$ cat config.mk
export PLATFORM = sky130hd
export DESIGN_NAME = gpi_irq
export DESIGN_NICKNAME = d
export VERILOG_FILES = /design/src/rtl/gpi_irq_pkg.sv /design/src/rtl/gpi_debounce.sv /design/src/rtl/gpi_irq.sv
export SDC_FILE = /design/constraint.sdc
export NUM_CORES = 1
export LEC_CHECK = 0
export CAP_MARGIN = 20
export CORE_ASPECT_RATIO = 0.8
export CORE_MARGIN = 10
export CORE_UTILIZATION = 56
export DETAILED_ROUTE_END_ITERATION = 8
export HOLD_SLACK_MARGIN = 0.08
export PLACE_DENSITY = 0.86
export SETUP_SLACK_MARGIN = 0.05
export SYNTH_ARGS = -nofsm -noshare
export SYNTH_HDL_FRONTEND = slang
export SYNTH_SLANG_ARGS = --single-unit
$ cat constraint.sdc
create_clock -name clk -period 3.4 [get_ports clk]
set_input_delay 0.51 -clock clk [delete_from_list [all_inputs] [get_ports clk]]
set_output_delay 0.51 -clock clk [all_outputs]
set_load 0.01 [all_outputs]
$ cat src/rtl/gpi_irq_pkg.sv
// Shared definitions for the general-purpose input / interrupt CSR block.
// Register offsets are relative to the block's 4-aligned base address.
package gpi_irq_pkg;

  localparam int CSR_AW = 5;
  localparam int CSR_DW = 8;

  localparam logic [1:0] GPI_IN   = 2'd0;
  localparam logic [1:0] GPI_IE   = 2'd1;
  localparam logic [1:0] GPI_IP   = 2'd2;
  localparam logic [1:0] GPI_TYPE = 2'd3;

endpackage

$ cat src/rtl/gpi_debounce.sv
// Input conditioning: two-flop synchroniser, optional tick-based debounce,
// and rise/fall strobes valid on the edge that updates the stable value.
module gpi_debounce
  import gpi_irq_pkg::*;
#(
  parameter int                   NUM_GPIOS    = 8,
  parameter int                   DEBOUNCE_DIV = 0,
  parameter logic [NUM_GPIOS-1:0] DFL_IN       = {NUM_GPIOS{1'b0}}
) (
  input  logic                 clk,
  input  logic                 rst_n,
  input  logic [NUM_GPIOS-1:0] in,
  output logic [NUM_GPIOS-1:0] stable,
  output logic [NUM_GPIOS-1:0] rise,
  output logic [NUM_GPIOS-1:0] fall
);

  logic [NUM_GPIOS-1:0] sync_p0;
  logic [NUM_GPIOS-1:0] sync_p1;
  logic [NUM_GPIOS-1:0] stable_p2;
  logic [NUM_GPIOS-1:0] stable_nxt;

  // stage p0/p1: metastability guard on the asynchronous pins
  always_ff @(posedge clk or negedge rst_n) begin
    if (!rst_n) begin
      sync_p0 <= DFL_IN;
      sync_p1 <= DFL_IN;
    end else begin
      sync_p0 <= in;
      sync_p1 <= sync_p0;
    end
  end

  generate
    if (DEBOUNCE_DIV == 0) begin : g_nodb
      assign stable_nxt = sync_p1;
    end else begin : g_db
      localparam int              CNT_W   = (DEBOUNCE_DIV > 1) ? $clog2(DEBOUNCE_DIV) : 1;
      localparam logic [CNT_W-1:0] CNT_MAX = CNT_W'(DEBOUNCE_DIV - 1);

      logic [CNT_W-1:0]     cnt;
      logic [NUM_GPIOS-1:0] sample;
      logic [NUM_GPIOS-1:0] agree;
      logic                 tick;

      assign tick  = (cnt == CNT_MAX);
      assign agree = ~(sync_p1 ^ sample);

      always_ff @(posedge clk or negedge rst_n) begin
        if (!rst_n) begin
          cnt    <= '0;
          sample <= DFL_IN;
        end else begin
          cnt <= tick ? '0 : cnt + CNT_W'(1);
          if (tick) sample <= sync_p1;
        end
      end

      // a bit is accepted only when two consecutive ticks saw the same level
      assign stable_nxt = tick ? ((sync_p1 & agree) | (stable_p2 & ~agree)) : stable_p2;
    end
  endgenerate

  // stage p2: accepted input value
  always_ff @(posedge clk or negedge rst_n) begin
    if (!rst_n) begin
      stable_p2 <= DFL_IN;
    end else begin
      stable_p2 <= stable_nxt;
    end
  end

  assign stable = stable_p2;
  assign rise   = ~stable_p2 & stable_nxt;
  assign fall   = stable_p2 & ~stable_nxt;

endmodule

$ cat src/rtl/gpi_irq.sv
// General-purpose input block: IN/IE/IP/TYPE CSRs at four consecutive
// addresses, write-1-to-clear edge latches and a level interrupt.
module gpi_irq
  import gpi_irq_pkg::*;
#(
  parameter logic [CSR_AW-1:0]    BASE_ADDR    = 5'b0,
  parameter int                   NUM_GPIOS    = 8,
  parameter int                   DEBOUNCE_DIV = 0,
  parameter logic [NUM_GPIOS-1:0] DFL_IN       = {NUM_GPIOS{1'b0}}
) (
  input  logic                 clk,
  input  logic                 rst_n,
  input  logic [CSR_AW-1:0]    csr_a,
  input  logic [CSR_DW-1:0]    csr_di,
  input  logic                 csr_we,
  output logic [CSR_DW-1:0]    csr_do,
  input  logic [NUM_GPIOS-1:0] in,
  output logic                 irq
);

  logic [NUM_GPIOS-1:0] stable;
  logic [NUM_GPIOS-1:0] rise;
  logic [NUM_GPIOS-1:0] fall;
  logic [NUM_GPIOS-1:0] ie;
  logic [NUM_GPIOS-1:0] ip;
  logic [NUM_GPIOS-1:0] typ;
  logic [NUM_GPIOS-1:0] ev;
  logic [NUM_GPIOS-1:0] clr;
  logic [NUM_GPIOS-1:0] wdata;
  logic                 sel;
  logic                 wr_ie;
  logic                 wr_ip;
  logic                 wr_typ;

  gpi_debounce #(
    .NUM_GPIOS   (NUM_GPIOS),
    .DEBOUNCE_DIV(DEBOUNCE_DIV),
    .DFL_IN      (DFL_IN)
  ) u_debounce (
    .clk   (clk),
    .rst_n (rst_n),
    .in    (in),
    .stable(stable),
    .rise  (rise),
    .fall  (fall)
  );

  // base is 4-aligned, so the upper address bits select the block
  assign sel    = (csr_a[CSR_AW-1:2] == BASE_ADDR[CSR_AW-1:2]);
  assign wr_ie  = csr_we & sel & (csr_a[1:0] == GPI_IE);
  assign wr_ip  = csr_we & sel & (csr_a[1:0] == GPI_IP);
  assign wr_typ = csr_we & sel & (csr_a[1:0] == GPI_TYPE);
  assign wdata  = csr_di[NUM_GPIOS-1:0];

  assign ev  = (typ & fall) | (~typ & rise);
  assign clr = wr_ip ? wdata : '0;

  always_ff @(posedge clk or negedge rst_n) begin
    if (!rst_n) begin
      ie  <= '0;
      ip  <= '0;
      typ <= '0;
    end else begin
      if (wr_ie)  ie  <= wdata;
      if (wr_typ) typ <= wdata;
      ip <= (ip & ~clr) | ev;
    end
  end

  always_comb begin
    csr_do = '0;
    if (sel) begin
      case (csr_a[1:0])
        GPI_IN:   csr_do[NUM_GPIOS-1:0] = stable;
        GPI_IE:   csr_do[NUM_GPIOS-1:0] = ie;
        GPI_IP:   csr_do[NUM_GPIOS-1:0] = ip;
        GPI_TYPE: csr_do[NUM_GPIOS-1:0] = typ;
        default:  csr_do = '0;
      endcase
    end
  end

  assign irq = |(ip & ie);

endmodule

==> impl_metrics.toml <==
[critical_path]
crit_path_max_fanout = 11
cpMostUsedCell = "clkdlybuf4s50_1"
startpoint_type = "input pin"
cp_top_family = "buffers and inverters"
cp.buffers_inverters = 2
worstPathRequired_ns = 2.89
critical_path_class = "input pin to output port"
end_kind = "output port"
slowest_delay_ns = 0.87
rrSetupSlack_ns = 2.43
crit_slowest_cell = "clkdlybuf4s50_1"
arrival_ns = 2.46
critical_path.cell_chain = "clkdlybuf4s50_1, mux4_2, and2_2, clkdlybuf4s50_1"

[sta]
period_needed_ns = 2.967
skew_ns = 0.005644
max_clock_freq_mhz = 337.0
finalHoldViolations = 0
worst_pin_slew_ns = 0.6260
setup_violations = 0
period_share = 0.8728
rsz0062_at_grt = "no"
slew_violations = 0
finalSetupTns_ns = 0
relSlewSlack = 0.5813

[floorplan]
core_um2 = 3447
dieArea_um2 = 6411
start_util = 0.5844
placementRows = 19
io_pins = 33
die_w_um = 87.06
die_h_um = 73.65

[detailed_routing]
wirelength_mm = 4.152
wl_per_cell_um = 19.49
antenna_left = 0
drc = 0
via_per_inst = 5.831
first_iter_violations = 97
drt_first_pass_iters = 4
vias = 1242

[synthesis]
synthArstFlopShare = 1.000
synth_edf_count = 0
synth.area.top_cells = "dfrtp_1, mux2_2, mux4_2"
synth_top_area_share = 0.5963
synth_ff_type = "dfrtp_1"
synth_common_cells = "dfrtp_1, mux2_2"
synth_cells = 132
yosys.area.top_type = "dfrtp_1"
ys_ff_latch = 48
synth.yosys.seq_area_share = 0.5963
ys_types = 17
syn_area_per_cell_um2 = 15.26
ys_warn_count = 0
yosysMostFrequentCell = "dfrtp_1"
synth_area_um2 = 2014
synth.net_count = 156

[clocking]
path_clk_slew_ns = 0.08
clk_path_buf_depth = 2
h-tree-depth = 2
ctsRootBufferMaster = "clkbuf_8"
holdBufCountCts = 0
cts_made_buffers = 5
worstSkewPairLatency_ns = 0.29
ctsResizeCount = 0
cts_setup_buffers = 0
cts_tree = "done"
clock_sinks = 48

[finish]
fin_nets = 195
final_core_util = 0.7205
fillers = 231
syn_to_final_growth_pct = 23.29
antennaDiodeCount = 0
final_layout_size_suffix_gt1_frac = 0.2749

[job]
drv_cap = 0

[pwr]
ir_worst_vdd_v = 0.0003905
power_density_nw_per_um2 = 478.8
p_leak_nw = 1.027

[grt]
grt_pass1_wl_mm = 6.858
grt_max_degree = 49
grt.total_usage = 0.1381
grt_pass1_vias = 1366
antenna_found_initial = 0
grt.overflow.total = 0

[run_status]
outcome = "completed"

[min_path]
hold_class = "input pin to async pin"

[placed_design]
dp_hpwl_mm = 2.921
gp_congestion = 0.8296
io_buffer_count = 32
==> cell families (layout without fill, tap and decap cells) <==
group | after synthesis | in the layout | share of synthesized area
simple gates | 37 | 37 | 0.1354
mux | 24 | 24 | 0.1789
buf+inv | 3 | 42 | 0.01491
compound gates | 20 | 20 | 0.07454
flops | 48 | 48 | 0.5963
==> registers in the layout (all words and copies together), names as in the netlist <==
name / count
u_debounce.stable_nxt: 8
typ: 8
ie: 8
ip: 8
u_debounce.stable: 8
u_debounce.sync_p0: 8
==> path summary, 6_finish.rpt <==
| kind | start | endpoint | depth (start not counted) |
|---|---|---|---|
| hold / removal | rst_n | u_debounce.stable[2] | 1 |
| setup / recovery | csr_a[1] | csr_do[7] | 4 |
| min in group clk | u_debounce.sync_p0[4] | u_debounce.stable_nxt[4] | 0 |
| max in group asynchronous | rst_n | u_debounce.sync_p0[0] | 2 |
| hold reg to reg | u_debounce.sync_p0[4] | u_debounce.stable_nxt[4] | 0 |
| setup reg to reg | u_debounce.stable[4] | ip[4] | 3 |
==> power breakdown <==
| part | switching (mW) | leakage (nW) | internal (mW) |
|---|---|---|---|
| Combinational | 0.0651 | 0.422 | 0.106 |
| Sequential | 0.0438 | 0.555 | 0.623 |
| Clock | 0.170 | 0.0503 | 0.181 |
==> cell type report <==
type                            instances  area (µm²)  share of cell area
Sequential cell                        48        1201              0.4836
Multi-Input combinational cell         81       783.3              0.3154
Timing Repair Buffer                   35       350.3              0.1411
Clock buffer                            7       96.34             0.03879
Tap cell                               42       52.55             0.02116
==> per-stage QoR <==
step	cells	worst slack [ns]	total power, mW	area (µm²)	hold WS (ns)
floorplan	132	1.532	0.7640	2014	0.2144
global placement	205	0.4330	0.8316	2367	0.3320
detailed placement	205	0.4358	0.8465	2367	0.3356
CTS	212	0.4324	1.199	2464	0.3532
global route	213	0.3617	1.250	2484	0.1249
finish	213	0.4326	1.189	2484	0.1244
==> metal layers <==
| layer | vias to the layer above | global-route usage | wire (µm) | part of all wire |
|---|---|---|---|---|
| met4 | 0 | 0.03950 | 32 | 0.0077 |
| met2 | 37 | 0.2218 | 2114 | 0.51 |
| met5 | - | 0 | 0 | 0 |
| met3 | 4 | 0.06077 | 260 | 0.063 |
| met1 | 636 | 0.1643 | 1745 | 0.42 |
| li1 | 565 | - | - | - |
==> worst register-to-register path: stages, from the launching register on <==
cell,delay [ns]
dfrtp_1,0.38
nand2b_1,0.12
o22ai_1,0.09
a211o_1,0.28
==> layout by cell type (no fill, tap or decap) <==
cell type / synthesis / final
dfrtp_1: 48 / 48
mux2_2: 16 / 16
buf_2: 0 / 1
clkbuf_8: 0 / 7
nand4b_4: 1 / 1
nand4_1: 1 / 1
and2_2: 8 / 8
o22ai_1: 8 / 8
nor3_4: 1 / 1
nand2b_1: 8 / 8
nor2b_1: 8 / 8
nand4_4: 1 / 1
nand4b_2: 1 / 1
a211o_1: 8 / 8
nand2_1: 8 / 8
a22oi_1: 4 / 4
buf_4: 1 / 2
mux4_2: 8 / 8
buf_12: 0 / 1
clkdlybuf4s50_1: 0 / 31
Power figures use the tool's default switching activity.
